### src/rtl/seqdet_pkg.sv
// Shared definitions for the serializer / sequence-detector slice.
//   - Serializer state encoding (IDLE/SHIFT/PARITY) and its enum type.
//   - Detector pattern constants SEQ_PATTERN / SEQ_LEN.
//   - par_step: one step of a running even-parity accumulation.
package seqdet_pkg;

  localparam logic [1:0] IDLE   = 2'd0;
  localparam logic [1:0] SHIFT  = 2'd1;
  localparam logic [1:0] PARITY = 2'd2;

  typedef enum logic [1:0] {
    ST_IDLE   = IDLE,
    ST_SHIFT  = SHIFT,
    ST_PARITY = PARITY
  } ser_state_e;

  localparam logic [4:0] SEQ_PATTERN = 5'b01101;
  localparam int         SEQ_LEN     = 5;

  // Fold one more emitted bit into the running parity.
  function automatic logic par_step(input logic acc, input logic bit_in);
    return acc ^ bit_in;
  endfunction

endpackage

### src/rtl/bit_serializer_if.sv
// Word-input handshake of bit_serializer.
//   in_data  : parallel word (master -> slave)
//   in_valid : word valid     (master -> slave)
//   in_ready : slave can take a word this cycle (slave -> master)
interface bit_serializer_if #(
  parameter int WIDTH = 8
);
  logic [WIDTH-1:0] in_data;
  logic             in_valid;
  logic             in_ready;

  modport master (output in_data, output in_valid, input in_ready);
  modport slave  (input in_data, input in_valid, output in_ready);
endinterface

### src/rtl/bit_serializer_parity_acc.sv
// ser_parity_acc: running XOR of the data bits of the word in flight.
// Only compiled when SER_PARITY_EN is defined (the only build that uses it).
//   clk, rst_n : clock, asynchronous active-low reset
//   clr        : word accepted, restart accumulation
//   en         : a data bit is being emitted this cycle
//   bit_in     : the data bit being emitted
//   par        : even parity of the bits emitted since the last clr
`ifdef SER_PARITY_EN
module ser_parity_acc
  import seqdet_pkg::*;
(
  input  logic clk,
  input  logic rst_n,
  input  logic clr,
  input  logic en,
  input  logic bit_in,
  output logic par
);

  // Parity accumulator register; a new word always starts from zero.
  always_ff @(posedge clk or negedge rst_n) begin
    if (!rst_n) begin
      par <= 1'b0;
    end else if (clr) begin
      par <= 1'b0;
    end else if (en) begin
      par <= par_step(par, bit_in);
    end else begin
      par <= par;
    end
  end

endmodule
`endif

### src/rtl/bit_serializer.sv
// bit_serializer: parallel-to-serial stage feeding a serial sequence detector.
// Accepts WIDTH-bit words over in_if and emits one bit per bit_en strobe.
// A new word may be accepted in the final-bit cycle, so consecutive words
// stream out with no gap.
// Optional feature macro: SER_PARITY_EN appends an even-parity bit to every
// word (frame becomes WIDTH+1 bits, back-to-back window moves to that bit).
// Ports:
//   clk, rst_n   : clock, asynchronous active-low reset
//   in_if        : slave side of the word handshake (in_ready combinational)
//   bit_en       : bit-rate strobe
//   x            : registered serial bit
//   x_valid      : registered, 1 the cycle after an emitting bit_en
//   frame_start  : registered, marks the first bit of each word
//   busy         : state is not IDLE
module bit_serializer
  import seqdet_pkg::*;
#(
  parameter int WIDTH     = 8,
  parameter bit LSB_FIRST = 1'b0,
  parameter bit IDLE_BIT  = 1'b1
) (
  input  logic                  clk,
  input  logic                  rst_n,
  bit_serializer_if.slave       in_if,
  input  logic                  bit_en,
  output logic                  x,
  output logic                  x_valid,
  output logic                  frame_start,
  output logic                  busy
);

  localparam int CNT_W = $clog2(WIDTH);
  localparam logic [CNT_W-1:0] CNT_ZERO = CNT_W'(0);
  localparam logic [CNT_W-1:0] CNT_ONE  = CNT_W'(1);
  localparam logic [CNT_W-1:0] CNT_LAST = CNT_W'(WIDTH - 1);

  ser_state_e       state_r, state_nxt_s;
  logic [WIDTH-1:0] shreg_r, shreg_nxt_s, shreg_shift_s;
  logic [CNT_W-1:0] cnt_r, cnt_nxt_s;
  logic             x_nxt_s, x_valid_nxt_s, frame_start_nxt_s;
  logic             cur_bit_s, last_bit_s, ready_s, accept_s;

  // The bit on the output end of the shift register is always the next one out.
  assign cur_bit_s     = LSB_FIRST ? shreg_r[0] : shreg_r[WIDTH-1];
  assign shreg_shift_s = LSB_FIRST ? {1'b0, shreg_r[WIDTH-1:1]}
                                   : {shreg_r[WIDTH-2:0], 1'b0};
  assign last_bit_s    = (state_r == ST_SHIFT) && (cnt_r == CNT_LAST);

`ifdef SER_PARITY_EN
  logic par_s;
  logic data_emit_s;

  assign data_emit_s = (state_r == ST_SHIFT) && bit_en;
  // Back-to-back window sits on the parity-bit cycle.
  assign ready_s     = (state_r == ST_IDLE) || ((state_r == ST_PARITY) && bit_en);

  ser_parity_acc u_parity_acc (
    .clk    (clk),
    .rst_n  (rst_n),
    .clr    (accept_s),
    .en     (data_emit_s),
    .bit_in (cur_bit_s),
    .par    (par_s)
  );
`else
  // Back-to-back window sits on the last data bit.
  assign ready_s = (state_r == ST_IDLE) || (last_bit_s && bit_en);
`endif

  assign in_if.in_ready = ready_s;
  assign accept_s       = in_if.in_valid && ready_s;
  assign busy           = (state_r != ST_IDLE);

  // Next-state, datapath and output-register inputs.
  always_comb begin
    state_nxt_s       = state_r;
    shreg_nxt_s       = shreg_r;
    cnt_nxt_s         = cnt_r;
    x_nxt_s           = x;
    x_valid_nxt_s     = 1'b0;
    frame_start_nxt_s = 1'b0;

    case (state_r)
      ST_IDLE: begin
        if (bit_en) begin
          x_nxt_s = IDLE_BIT;
        end else begin
          x_nxt_s = x;
        end
        // A word accepted here is only loaded; its first bit waits for a later strobe.
        if (accept_s) begin
          shreg_nxt_s = in_if.in_data;
          cnt_nxt_s   = CNT_ZERO;
          state_nxt_s = ST_SHIFT;
        end else begin
          state_nxt_s = ST_IDLE;
        end
      end

      ST_SHIFT: begin
        if (bit_en) begin
          x_nxt_s           = cur_bit_s;
          x_valid_nxt_s     = 1'b1;
          frame_start_nxt_s = (cnt_r == CNT_ZERO);
          shreg_nxt_s       = shreg_shift_s;
          if (last_bit_s) begin
            cnt_nxt_s = CNT_ZERO;
`ifdef SER_PARITY_EN
            state_nxt_s = ST_PARITY;
`else
            if (accept_s) begin
              shreg_nxt_s = in_if.in_data;
              state_nxt_s = ST_SHIFT;
            end else begin
              state_nxt_s = ST_IDLE;
            end
`endif
          end else begin
            cnt_nxt_s = cnt_r + CNT_ONE;
          end
        end else begin
          x_nxt_s = x;
        end
      end

`ifdef SER_PARITY_EN
      ST_PARITY: begin
        if (bit_en) begin
          x_nxt_s       = par_s;
          x_valid_nxt_s = 1'b1;
          if (accept_s) begin
            shreg_nxt_s = in_if.in_data;
            cnt_nxt_s   = CNT_ZERO;
            state_nxt_s = ST_SHIFT;
          end else begin
            state_nxt_s = ST_IDLE;
          end
        end else begin
          x_nxt_s = x;
        end
      end
`endif

      default: begin
        state_nxt_s = ST_IDLE;
        cnt_nxt_s   = CNT_ZERO;
      end
    endcase
  end

  // State, shift register, counter and registered serial outputs.
  always_ff @(posedge clk or negedge rst_n) begin
    if (!rst_n) begin
      state_r     <= ST_IDLE;
      shreg_r     <= {WIDTH{1'b0}};
      cnt_r       <= CNT_ZERO;
      x           <= IDLE_BIT;
      x_valid     <= 1'b0;
      frame_start <= 1'b0;
    end else begin
      state_r     <= state_nxt_s;
      shreg_r     <= shreg_nxt_s;
      cnt_r       <= cnt_nxt_s;
      x           <= x_nxt_s;
      x_valid     <= x_valid_nxt_s;
      frame_start <= frame_start_nxt_s;
    end
  end

endmodule
### src/flat_wrapper.sv
// flat-port wrapper written by rule: the top's interface ports become plain ports
module bit_serializer_flat import seqdet_pkg::*;
#(
  parameter int WIDTH     = 8,
  parameter bit LSB_FIRST = 1'b0,
  parameter bit IDLE_BIT  = 1'b1
)
  (clk, rst_n, bit_en, x, x_valid, frame_start, busy, in_if_in_data, in_if_in_valid, in_if_in_ready);
  bit_serializer_if #(.WIDTH(WIDTH)) in_if_i ();
  input  logic clk;
  input  logic rst_n;
  input  logic bit_en;
  output logic x;
  output logic x_valid;
  output logic frame_start;
  output logic busy;
  input wire logic [$bits(in_if_i.in_data)-1:0] in_if_in_data;
  input wire logic [$bits(in_if_i.in_valid)-1:0] in_if_in_valid;
  output wire logic [$bits(in_if_i.in_ready)-1:0] in_if_in_ready;
  assign in_if_i.in_data = in_if_in_data;
  assign in_if_i.in_valid = in_if_in_valid;
  assign in_if_in_ready = in_if_i.in_ready;
  bit_serializer #(.WIDTH(WIDTH), .LSB_FIRST(LSB_FIRST), .IDLE_BIT(IDLE_BIT)) u_core (.clk(clk), .rst_n(rst_n), .in_if(in_if_i), .bit_en(bit_en), .x(x), .x_valid(x_valid), .frame_start(frame_start), .busy(busy));
endmodule
### config.mk
export PLATFORM = sky130hd
export DESIGN_NAME = bit_serializer_flat
export DESIGN_NICKNAME = d
export VERILOG_FILES = /design/src/rtl/seqdet_pkg.sv /design/src/rtl/bit_serializer_if.sv /design/src/rtl/bit_serializer_parity_acc.sv /design/src/rtl/bit_serializer.sv /design/src/flat_wrapper.sv
export SDC_FILE = /design/constraint.sdc
export NUM_CORES = 1
export LEC_CHECK = 0
export CORE_MARGIN = 1
export CORE_UTILIZATION = 45
export DETAILED_ROUTE_END_ITERATION = 10
export PLACE_DENSITY = 0.84
export SLEW_MARGIN = 20
export SYNTH_ARGS = -nofsm -noshare
export SYNTH_HDL_FRONTEND = slang
export SYNTH_SLANG_ARGS = --single-unit
export TNS_END_PERCENT = 30
### constraint.sdc
create_clock -name clk -period 2.45 [get_ports clk]
set_input_delay 0.49 -clock clk [delete_from_list [all_inputs] [get_ports clk]]
set_output_delay 0.49 -clock clk [all_outputs]
set_load 0.1 [all_outputs]
# [After elaboration in Yosys (flattened, before gate mapping)]
# Index checks and enable logic that the tools add are counted.
[classes] addsub=1 eq_ne=6 muxes=20 reduce_logical=12
[ops] operator="8-bit two-way mux" count=4
[ops] operator="8-bit one-hot mux with 2 select lines" count=1
[ops] operator="3-bit two-way mux" count=3
[ops] operator="1-bit two-way mux" count=7
[ops] operator="3-bit one-hot mux with 2 select lines" count=1
[ops] operator="3-bit AND reduction" count=2
[ops] operator="2-bit two-way mux" count=2
[ops] operator="2-bit by 1-bit inequality test with 1-bit output (second input constant)" count=2
[ops] operator="2-bit inequality test (second input constant)" count=2
[ops] operator="2-bit one-hot mux with 2 select lines" count=1
[ops] operator="2-bit AND reduction" count=2
[ops] operator="2-bit nonzero test" count=2
[ops] operator="3-bit by 1-bit adder with 3-bit output (second input constant)" count=1
[ops] operator="3-bit == test (second input constant)" count=1
[ops] operator="1-bit logical AND" count=3
[ops] operator="3-bit zero test" count=1
[ops] operator="2-bit by 1-bit == test with 1-bit output (second input constant)" count=1
[ops] operator="2-bit zero test" count=1
[ops] operator="1-bit one-hot mux with 2 select lines" count=1
[ops] operator="1-bit logical OR" count=1
[totals] reg_bits=16 input_bits=12 word_cells=45

# [Depth between registers and ports, before layout]
[depth] ltp_word=9 depth_mapped=6 ltp_nobuf=5

# [Least setup slack after synthesis]
# No wires, ideal clock.
[synth_timing] path_kind="reg-to-output" from="reg u_core.state_r[0]" to="out in_if_in_ready" arrival_ns=1.841 required_ns=1.960 path_slack_ns=0.119 path_stages_with_launch=2 path_cell_list="dfrtp_1 > nand2_1"
[synth_via] elab_chain_cells=4
[synth_rtl] element="from (decl)" line_no="bit_serializer.sv:37" text="ser_state_e state_r, state_nxt_s;"
[synth_rtl] element="from (signal assigned)" line_no="bit_serializer.sv:161" text="state_r <= state_nxt_s;"
[synth_rtl] element="2-bit by 1-bit == test with 1-bit output" line_no="bit_serializer.sv:47" text="assign last_bit_s = (state_r == ST_SHIFT) && (cnt_r == CNT_LAST);"
[synth_rtl] element="1-bit logical AND" line_no="bit_serializer.sv:47"
[synth_rtl] element="1-bit logical AND" line_no="bit_serializer.sv:67" text="assign ready_s = (state_r == ST_IDLE) || (last_bit_s && bit_en);"
[synth_rtl] element="1-bit logical OR *" line_no="bit_serializer.sv:67"
[synth_rtl] element="to (decl)" line_no="flat_wrapper.sv:19" text="output wire logic [$bits(in_if_i.in_ready)-1:0] in_if_in_ready;"
# Every way passes the cells marked *; elsewhere a longest branch is shown, timed or not.

# [Worst setup path after layout]
[layout_timing] from="reg u_core.cnt_r[0]" to="out in_if_in_ready"
[layout_via] elab_chain_cells=4
[layout_rtl] element="from (decl)" line_no="bit_serializer.sv:39" text="logic [CNT_W-1:0] cnt_r, cnt_nxt_s;"
[layout_rtl] element="from (signal assigned)" line_no="bit_serializer.sv:163" text="cnt_r <= cnt_nxt_s;"
[layout_rtl] element="3-bit == test" line_no="bit_serializer.sv:47"
[layout_rtl] element="1-bit logical AND" line_no="bit_serializer.sv:47"
[layout_rtl] element="1-bit logical AND" line_no="bit_serializer.sv:67"
[layout_rtl] element="1-bit logical OR" line_no="bit_serializer.sv:67"
# No other way between the ends.

==> key figures <==
Layout
  • Fillers: 131
  • Area of the multi-input gates: 299 um^2
  • Area Overhead vs Synth: 23.8%
  • Finished layout cell area: 898 um^2
  • Share of cells above drive strength 1: 14.4%
  • Nets: 106
  • Sequential cell area: 377 um^2
  • Ant. Diodes: 0

Logic synthesis
  • Seq cells post-synth: 15
  • Area contributors post-synth: dfrtp_1, o21ai_0, a31oi_1, ha_1, a21oi_1
  • Most numerous cell in the Yosys netlist: dfrtp_1
  • Syn avg cell area: 9.81 um^2
  • Largest family of logic cells by synthesized area: compound AO/OA/AOI/OAI gates
  • Mapped Nets: 89
  • Synth Area in Adders: 5.17%
  • Synth Flop Type: dfrtp_1
  • Post-synthesis mux area share: 2.93%
  • Post-synthesis sequential area ratio: 51.9%
  • Synth cell types: 20
  • Post-synthesis instance area: 726 um^2
  • Count of flip-flops with a built-in enable after synthesis: 0
  • Post-synth top area cell: dfrtp_1
  • Synth Area in Compound Gates: 19.8%
  • Post-Synth Simple-Gate Area: 13.3%
  • Post-synth top cells: dfrtp_1, o21ai_0
  • Synthesis warning total: 0
  • Post-synthesis xor/xnor area fraction: 0%
  • Synth Instances: 74
  • Synth async-reset ratio: 100%
  • Share of the synthesized area in the top cell type: 48.3%

STA
  • Slew margin rel.: 47.1%
  • Worst clock skew: 0.0103 ns
  • RSZ-0062 raised after global routing: no
  • Final TNS setup: 0 ns
  • Final worst-path setup slack: 0.414 ns
  • Setup Viol. Count Final: 0
  • Hold Vio Cnt, Final: 0
  • Minimum hold slack: 0.474 ns
  • Period utilisation layout: 83.1%
  • Worst slew pin tran: 0.772 ns
  • Minimum clock period: 2.04 ns
  • Slew Viols, Final: 0
  • Fmax: 0.491 GHz

Worst setup path
  • CP top delay family: adder cells
  • CP max stage cell: dfrtp_1
  • WP buf/inv: 1
  • Crit-path max cell delay: 0.43 ns
  • CP Max Fanout: 5
  • Crit Path Category: reg2out
  • Crit path required time: 1.96 ns
  • Crit-path cells: ha_1, ha_1, nand2_1, nand2_1, buf_12
  • Crit end category: output port
  • Reg2reg setup slack: 0.76 ns
  • CP Launch Type: flip-flop
  • Critical Path AT: 1.55 ns

Power and ir drop
  • Pwr dens: 905 mW/mm^2
  • Leak: 0.400 nW
  • Total power: 0.813 mW
  • Highest ir drop seen on vdd: 0.379 mV

Routing
  • Vias/cell: 5.56
  • Iter 0 DRT Violations: 14
  • Routed Antenna Nets: 0
  • Avg WL per Cell: 12.8 um
  • Routed WL: 1360 um
  • Vias: 589
  • Drt drc: 0
  • DRT Pass-1 Iters: 5

Floorplan
  • Chip Width: 42.2 um
  • Core area: 0.00151 mm^2
  • Die Ht: 42.2 um
  • Initial Utilization: 48.2%
  • Num rows: 14
  • Full die area: 0.00178 mm^2
  • I/O pins: 17

Job
  • Max-Cap Viols: 0

Status
  • Status: complete, no violations

Placement
  • Worst slack at placement: 0.370 ns
  • Final HPWL from detailed placement: 983 um
  • Placed Area: 871 um^2
  • Placer Congestion: 0.795
  • Port bufs: 16

Global routing
  • Overflow after GRT: 0
  • First-pass GRT wire length: 2310 um
  • Largest net degree at the start of global routing: 16
  • Antenna violations before repair: 0
  • Global-route usage over all layers: 17.4%
  • Vias in the first global route: 515

Clock tree
  • Gates resized, CTS repair: 0
  • Clock buffer count from CTS: 3
  • CTS tree: yes
  • Post CTS Setup Buffer Count: 0
  • Hold_buf cts: 0
  • Worst-path clk slew: 0.10 ns
  • Root Buffer: clkbuf_4
  • Clock Sinks: 15
  • CTS Buffer Depth: 2
  • CTS H-tree lvls: 1
  • Clk_lat worst skew: 0.28 ns

Min path
  • Hold Crit Class: reg2reg
-- where the power goes --
group	switching, mW	internal [mW]	total (mW)
Clock	0.0794	0.0605	0.140
Sequential	0.0475	0.322	0.370
Combinational	0.199	0.105	0.304
Total	0.326	0.487	0.813
-- final timing paths --
path | endpoint | from | cells past startpoint
min in group asynchronous | u_core.frame_start$_DFF_PN0_ | rst_n | 1
max in group asynchronous | u_core.state_r[0]$_DFFE_PN0P_ | rst_n | 1
max | in_if_in_ready | u_core.cnt_r[0]$_DFFE_PN0P_ | 5
max reg2reg | u_core.shreg_r[1]$_DFFE_PN0P_ | u_core.state_r[0]$_DFFE_PN0P_ | 3
min reg2reg | u_core.frame_start$_DFF_PN0_ | u_core.cnt_r[2]$_DFFE_PN0P_ | 1
min | u_core.frame_start$_DFF_PN0_ | u_core.cnt_r[2]$_DFFE_PN0P_ | 1
-- cells by family (layout without fill, tap and decap cells) --
family / count (synthesis) / in the layout
flip-flops: 15 / 15
AND/OR/NAND/NOR: 20 / 20
multiplexers: 2 / 2
adder cells (fa/ha/maj): 3 / 3
AO/OA/AOI/OAI: 26 / 26
buffers and inverters: 8 / 24
-- metal layers --
| layer | global-route usage (%) | up-vias | part of all wire (%) |
|---|---|---|---|
| met1 | 22.8 | 276 | 43 |
| li1 | - | 291 | - |
| met4 | 7.50 | 0 | 1.0 |
| met3 | 3.88 | 2 | 5.2 |
| met5 | 0 | - | 0 |
| met2 | 27.8 | 20 | 50 |
-- sequential cells by signal (all words and copies together) (netlist names) --
register and count:
u_core.x_valid 1, u_core.x 1, u_core.cnt_r 3, u_core.frame_start 1, u_core.shreg_r 8, u_core.state_r 1
-- final cells by class --
cell class	count	share of cell area (%)
clock buffer	3	2.51
timing repair buffer	16	17.8
multi-input combinational	51	33.3
clock inverter	1	0.557
sequential	15	41.9
tap	16	2.23
inverter	4	1.67
-- through the flow --
stage	std cells	utilization [%]
floorplan	74	-
global placement	102	57.8
detailed placement	102	57.8
CTS	106	59.6
global route	106	59.6
finish	106	59.6
-- cell usage in the layout, fill, tap and decap left out --
master / n
a21oi_1: 7
a31oi_1: 7
and3_2: 1
buf_12: 1
buf_4: 4
clkbuf_4: 3
clkdlybuf4s50_1: 11
clkinv_2: 1
dfrtp_1: 14
dfstp_2: 1
ha_1: 3
inv_1: 4
mux2_2: 1
mux2i_1: 1
nand2_1: 7
nand2b_1: 1
nand3_1: 1
nand4b_1: 2
nor2_1: 7
nor3b_1: 1
o21ai_0: 11
o22a_2: 1
Note: power is estimated with default switching activity, not from simulation.
